### config.mk
export PLATFORM = sky130hd
export DESIGN_NAME = rf_param_dump
export DESIGN_NICKNAME = d
export VERILOG_FILES = /design/src/rtl/rf_param_dump.sv
export SDC_FILE = /design/constraint.sdc
export NUM_CORES = 1
export LEC_CHECK = 0
export BUFFER_PORTS_ARGS = -buffer_cell sky130_fd_sc_hd__buf_2
export CAP_MARGIN = 40
export CELL_PAD_IN_SITES_DETAIL_PLACEMENT = 1
export CELL_PAD_IN_SITES_GLOBAL_PLACEMENT = 2
export CORE_AREA = 2 2 211 213
export DETAILED_ROUTE_END_ITERATION = 7
export DIE_AREA = 0 0 213 215
export GPL_TIMING_DRIVEN = 0
export PLACE_DENSITY_LB_ADDON = 0.1
export SYNTH_ARGS = -nofsm -noshare
export SYNTH_HDL_FRONTEND = slang
export SYNTH_SLANG_ARGS = --single-unit
export TNS_END_PERCENT = 10
### constraint.sdc
create_clock -name clk -period 2.15 [get_ports clk]
set_clock_uncertainty 0.1 [all_clocks]
set_input_delay 0.215 -clock clk [delete_from_list [all_inputs] [get_ports clk]]
set_output_delay 0.215 -clock clk [all_outputs]
set_load 0.005 [all_outputs]
### src/rtl/rf_param_dump.sv
`default_nettype none
// ============================================================================
// rf_param_dump : parametrised register file with bypassed registered reads,
//                 saturating cycle counter and halt-triggered handshaked dump.
// Rev 1.0
// ============================================================================
module rf_param_dump #(
  parameter  int WIDTH    = 16,
  parameter  int DEPTH    = 16,
  parameter  int ZERO_REG = 1,
  parameter  int CNT_W    = 16,
  localparam int AW       = $clog2(DEPTH)
) (
  input  logic             clk,
  input  logic             rst_n,
  input  logic [AW-1:0]    rs_addr,
  input  logic [AW-1:0]    rt_addr,
  input  logic [AW-1:0]    rd_addr,
  input  logic             we,
  input  logic [WIDTH-1:0] wdata,
  output logic [WIDTH-1:0] rs_data,
  output logic [WIDTH-1:0] rt_data,
  input  logic             hlt,
  output logic             dump_valid,
  input  logic             dump_ready,
  output logic [AW-1:0]    dump_idx,
  output logic [WIDTH-1:0] dump_data,
  output logic             dump_done,
  output logic [CNT_W-1:0] cycle_count
);

  typedef enum logic [1:0] {
    S_IDLE = 2'd0,
    S_DUMP = 2'd1,
    S_DONE = 2'd2
  } state_e;

  localparam logic [AW-1:0] LAST_IDX = AW'(DEPTH - 1);

  state_e           state_q, state_d;
  logic [AW-1:0]    idx_q, idx_d;
  logic [CNT_W-1:0] cnt_q, cnt_d;
  logic             hlt_q;
  logic [WIDTH-1:0] regs_q [DEPTH];
  logic [WIDTH-1:0] rs_q, rs_d;
  logic [WIDTH-1:0] rt_q, rt_d;

  logic wr_acc;
  logic hlt_rise;

  // Architectural state is frozen once the dump has started.
  assign wr_acc   = we && (state_q == S_IDLE) && !((ZERO_REG != 0) && (rd_addr == '0));
  assign hlt_rise = hlt && !hlt_q;

  always_ff @(posedge clk or negedge rst_n) begin
    if (!rst_n) begin
      for (int i = 0; i < DEPTH; i++) regs_q[i] <= '0;
    end else if (wr_acc) begin
      regs_q[rd_addr] <= wdata;
    end
  end

  // Reads see the value after this edge's write, so a same-cycle write bypasses.
  always_comb begin
    rs_d = regs_q[rs_addr];
    if (wr_acc && (rd_addr == rs_addr)) rs_d = wdata;
    if ((ZERO_REG != 0) && (rs_addr == '0)) rs_d = '0;
    rt_d = regs_q[rt_addr];
    if (wr_acc && (rd_addr == rt_addr)) rt_d = wdata;
    if ((ZERO_REG != 0) && (rt_addr == '0)) rt_d = '0;
  end

  always_ff @(posedge clk or negedge rst_n) begin
    if (!rst_n) begin
      rs_q    <= '0;
      rt_q    <= '0;
      hlt_q   <= 1'b0;
      state_q <= S_IDLE;
      idx_q   <= '0;
      cnt_q   <= '0;
    end else begin
      rs_q    <= rs_d;
      rt_q    <= rt_d;
      hlt_q   <= hlt;
      state_q <= state_d;
      idx_q   <= idx_d;
      cnt_q   <= cnt_d;
    end
  end

  always_comb begin
    state_d = state_q;
    idx_d   = idx_q;
    cnt_d   = cnt_q;
    case (state_q)
      S_IDLE: begin
        if (hlt_rise) begin
          state_d = S_DUMP;
          idx_d   = '0;
        end else if (cnt_q != '1) begin
          cnt_d = cnt_q + CNT_W'(1);
        end
      end
      S_DUMP: begin
        if (dump_ready) begin
          if (idx_q == LAST_IDX) state_d = S_DONE;
          else                   idx_d   = idx_q + AW'(1);
        end
      end
      S_DONE:  state_d = S_DONE;
      default: state_d = S_IDLE;
    endcase
  end

  assign rs_data     = rs_q;
  assign rt_data     = rt_q;
  assign dump_valid  = (state_q == S_DUMP);
  assign dump_done   = (state_q == S_DONE);
  assign dump_idx    = idx_q;
  assign dump_data   = dump_valid ? regs_q[idx_q] : '0;
  assign cycle_count = cnt_q;

endmodule
`default_nettype wire

Yosys cells after proc, flatten, opt, wreduce, memory -nomap -nowiden --
Cells that the tools add are included.
Cells by class: multiplexer cells 25, bitwise gates (word level) 5, reductions and logical operators 16, $mul 0, add/sub/neg operators 2, shift operators 0, div/mod/pow operators 0, $lt $le $gt $ge 5, eq/ne operators 10
Operators with widths (count):
- bitwise mux 256 bit | 1
- binary-select mux 16 bit (select 4 bit) | 3
- two-way mux 16 bit | 12
- demux 16 bit (select 4 bit) | 1
- >= comparator 5 bit, second input constant | 4
- inverter 4 -> 5 bit | 4
- adder 16 x 1 -> 16 bit, second input constant | 1
- != test 16 bit, second input constant | 1
- zero test 4 bit | 3
- two-way mux 4 bit | 3
- == test 4 bit | 2
- one-hot mux 4 bit (2 select lines) | 1
- logical AND 1 bit | 6
- two-way mux 2 bit | 3
- one-hot mux 2 bit (3 select lines) | 1
- AND reduction 3 bit | 2
- less-than comparator 5 x 1 -> 1 bit, second input constant | 1
- adder 4 x 1 -> 4 bit, second input constant | 1
- == test 4 bit, second input constant | 1
- != test 2 x 1 -> 1 bit, second input constant | 2
- != test 2 bit, second input constant | 2
- AND reduction 4 bit | 1
- == test 2 x 1 -> 1 bit, second input constant | 1
- == test 2 bit, second input constant | 1
- other kinds (4) | 5
Storage, ports and cells: memory bits (writable) 0, bits in latches 0, flip-flop bits (word level) 311, word-level logic and storage cells 85, output and inout port bits 70, memory bits (read-only) 0, memories kept 0

Logic depth before layout (Yosys ltp) --
depth in word-level cells 6, depth in mapped cells 8, depth with buffers taken out 6

Worst setup path after synthesis --
OpenSTA, ideal clock, no wires.
path type register to output, from register idx_q[1] (netlist: dump_idx[1]), to output dump_data[0], data required time 1835 ps, setup slack -70 ps, buffers on the path 2, data arrival time 1905 ps, cell stages (with the launch flop) 6, cell sequence dfrtp_1 buf_2 clkbuf_1 mux4_2 mux4_2 and2_1
Between the ends: cells in the longest elaborated chain, start to end 5
RTL lines:
- start: declaration | RTL line 41 | logic [AW-1:0] idx_q, idx_d;
- start signal: assignment | RTL line 86 | idx_q <= idx_d;
- inverter 4 -> 5 bit (implied by the code) | RTL line 120 | assign dump_data = dump_valid ? regs_q[idx_q] : '0;
- binary-select mux 16 bit (select 4 bit) | RTL line 120
- two-way mux 16 bit (implied by the code) (2 in a row) | RTL line 120
- two-way mux 16 bit | RTL line 120
- end: declaration | RTL line 27 | output logic [WIDTH-1:0] dump_data,
Every way passes these cells. The select of a mux whose other input is x is not followed.

Worst setup path in the final report --
from register idx_q[0] (netlist: dump_idx[0]), to output dump_data[7]
The elaborated chain is that of the path after synthesis.

==> flow_metrics.tcl <==
set metrics [dict create \
    worstMarginPinSlew_ns 0.893 \
    ys_ff_latch 311 \
    synth_edf_count 0 \
    seq_area_um2 7780 \
    max-cap-violations 0 \
    synthCells 1166 \
    cts_max_level 2 \
    n_fill_cell 4272 \
    intPower_uw 18800 \
    met1_usage_pct 38.2 \
    die_y_um 215 \
    cp.required_ns 1.84 \
    rsz0062_at_grt "true" \
    finalHoldWorstSlack_ns 0.0783 \
    grt_pass1_wl_um 86700 \
    p_leak_uw 0.00936 \
    cts.sinks 311 \
    setup-tns-final_ns -28.83 \
    critPathTopFamily "multiplexers" \
    yosys-top-cells-count "dfrtp_1, mux4_2, mux2_2" \
    dp_hpwl_um 42100 \
    power.density_nw_per_um2 1290 \
    max_slew_margin_pct 40.5 \
    start_util_pct 40.4 \
    fin_nets 1395 \
    combPwrFrac_pct 36.4 \
    cp.arrival_ns 2.76 \
    finalMaxSlewViolations 0 \
    vias_per_cell 6.03 \
    cts_tree "done" \
    drt-initial-drc-count 788 \
    grt-ovfl-total 0 \
    ys_seq_area_share_pct 44.2 \
    postSynthAreaPerCell_um2 15.1 \
    num_io_pins 103 \
    finalSetupViolations 120 \
    die_w_um 213 \
    cts_root_buf "clkbuf_16" \
    io_buffers 97 \
    final.min_clock_period_ns 3.08 \
    hold_viol 0 \
    cts_buffer_depth 3 \
    grtUsageMet2_pct 39.9 \
    timing.fmax_mhz 325 \
    antenna_found_initial 4 \
    drtPass1Iterations 5 \
    drt_wl_total_um 59300 \
    path_class "reg -> out" \
    area_growth_syn_to_layout_pct 22.3 \
    p_clk_share_pct 25.7 \
    p_switching_uw 9040 \
    numCtsBuffers 38 \
    ir_worst_vdd_uv 556 \
    swShare_pct 32.4 \
    worst_slack_ns -0.928 \
    max_stage_delay_ns 0.60 \
    syn_nets 1205 \
    regToRegSetupSlack_ns -0.37 \
    yosysWarnings 0 \
    finalPower_uw 27900 \
    drc 0 \
    synth_most_common_cell "dfrtp_1" \
    clk_pin_slew_worst_paths_ns 0.06 \
    grt_pass1_vias 12600 \
    wl_per_cell_um 30.0 \
    synthFlopType "dfrtp_1" \
    final_area_um2 21600 \
    crit_path_top_delay_cell "mux4_2" \
    post_dp_cell_area_um2 19100 \
    path_depth 6 \
    worstRegToRegCells 7 \
    synth_top_area_share_pct 44.2 \
    clock_latency_ns 0.56 \
    multi_input_area_um2 9540 \
    startpoint "dump_idx[0]" \
    crit_chain "buf_12 -> buf_16 -> mux4_2 -> mux4_2 -> and2_4 -> buf_6" \
    grt_usage_pct 26.4 \
    die-area_um2 45800 \
    syn_area_um2 17600 \
    path_buf_inv 3 \
    core-area_um2 43600 \
    startpoint_type "flop" \
    r2r_start "state_q[1]" \
    pre_cts_ws_ns -0.951 \
    grt.busiest_layer "met2" \
    hold_path_class "in -> async" \
    met3_usage_pct 5.42 \
    worstSetupEndpoint "dump_data[7]" \
    synth_area_leaders "dfrtp_1, mux4_2, mux2_2, mux2_1, a22oi_1" \
    violations "negative setup slack" \
    crit_path_max_fanout 8 \
    drive_gt1_share_pct 49.0 \
    synth_cell_types 43 \
    p_seq_share_pct 37.9 \
    ant_nets 0 \
    antenna_cells 0 \
    grt_max_degree 115 \
    yosysTopAreaCell "dfrtp_1" \
    period_share_pct 143 \
    cp-end-kind "output pin" \
    num_vias 11900 \
    fp-row-count 77 \
    gp_congestion 0.836 \
    cpMostUsedCell "mux4_2" \
    r2r-end "regs_q[149]" \
    synthArstFlopShare_pct 100 \
    outcome "finished, violations left" \
]
## area by class of cell
class                   count  share of cell area [%]
multi-input cells         724                    44.3
flip-flops and latches    311                    36.1
repair buffers            150                    5.54
clock buffers              55                    5.42
plain buffers             124                    4.11
well taps                 592                    3.44
clock inverters            13                   0.998
inverters                   7                   0.122
## worst reg2reg max path, delay by kind of cell (launching register included)
| family | cells | cell delay, ns |
|---|---|---|
| buf+inv | 3 | 0.69 |
| simple gates | 2 | 0.67 |
| flops | 1 | 0.39 |
| mux | 1 | 0.39 |
| fa+ha+maj | 1 | 0.18 |
## sequential cells by signal, summed over array words and instances, names as in the netlist
signal,flops
hlt_q,1
cycle_count,16
rt_data,16
state_q,2
rs_data,16
dump_idx,4
regs_q,256
## worst min path at each step
stage                     startpoint              to  slack, ns  depth (start not counted)
after CTS                 dump_ready     dump_idx[0]       0.04                          3
after floorplan                rst_n  cycle_count[0]      -0.18                          0
final                          rst_n  cycle_count[1]       0.08                          2
after global placement           hlt           hlt_q       0.27                          1
after global routing           rst_n  cycle_count[0]       0.12                          2
after detailed placement       rst_n  cycle_count[1]       0.08                          1
## stage by stage
stage          utilization (%)  std cells
5_1_grt                   49.4       1976
2_1_floorplan                -       1166
3_5_place_dp              43.8       1869
6_report                  49.4       1976
4_1_cts                   48.4       1965
3_3_place_gp              43.3       1855
## power by group through the flow
stage	clock [uW]	combinational (uW)	sequential (uW)
after floorplan	0	6560	9890
after global placement	0	9070	10300
after detailed placement	0	9280	10600
after CTS	7340	9760	10500
after global routing	7550	10700	11000
final	7180	10100	10600
## per-layer routing
layer,routed length (um),share of wire [%]
met1,26300,44
met4,1560,2.6
met2,27700,47
met3,3760,6.3
met5,0,0
## kinds of logic after synthesis
logic type	after synthesis	synth area share [%]
compound gates	115	4.95
xor+xnor	21	1.04
simple gates	131	4.00
flops	311	44.2
buf+inv	131	3.34
mux	451	42.1
fa+ha+maj	6	0.426
## cells in the final DEF (no fill, tap or decap), types with 4 or more instances in the layout
cell type / n
mux2_1: 65
a22o_1: 32
nor4_1: 8
nor2b_1: 6
mux2_4: 38
ha_1: 5
buf_8: 8
nand4_1: 6
nor3_1: 4
o21ai_0: 4
nand3_1: 9
buf_12: 13
mux2_2: 139
a21oi_1: 7
nand2_1: 40
buf_2: 110
and2_1: 10
or3_1: 5
inv_1: 5
a22oi_1: 64
buf_6: 29
buf_4: 17
nor2_4: 7
dlygate4sd3_1: 19
xor2_1: 18
clkinv_2: 7
buf_16: 5
bufinv_16: 6
clkbuf_1: 61
clkbuf_8: 13
clkbuf_16: 43
nand2b_1: 4
mux4_2: 208
and2_4: 10
dfrtp_1: 309
nor2_1: 5
clkbuf_2: 8
## repair_timing
| action | in CTS | in global routing |
|---|---|---|
| hold buffers | 18 | 1 |
| gates cloned | 0 | 2 |
| setup endpoints to repair | 290 | 241 |
| pin swaps | 7 | 6 |
| gates resized for setup | 109 | 72 |
| endpoints found under the hold margin | 243 | 1 |
| setup buffers | 10 | 9 |
Note: power is estimated with default switching activity, not from simulation.
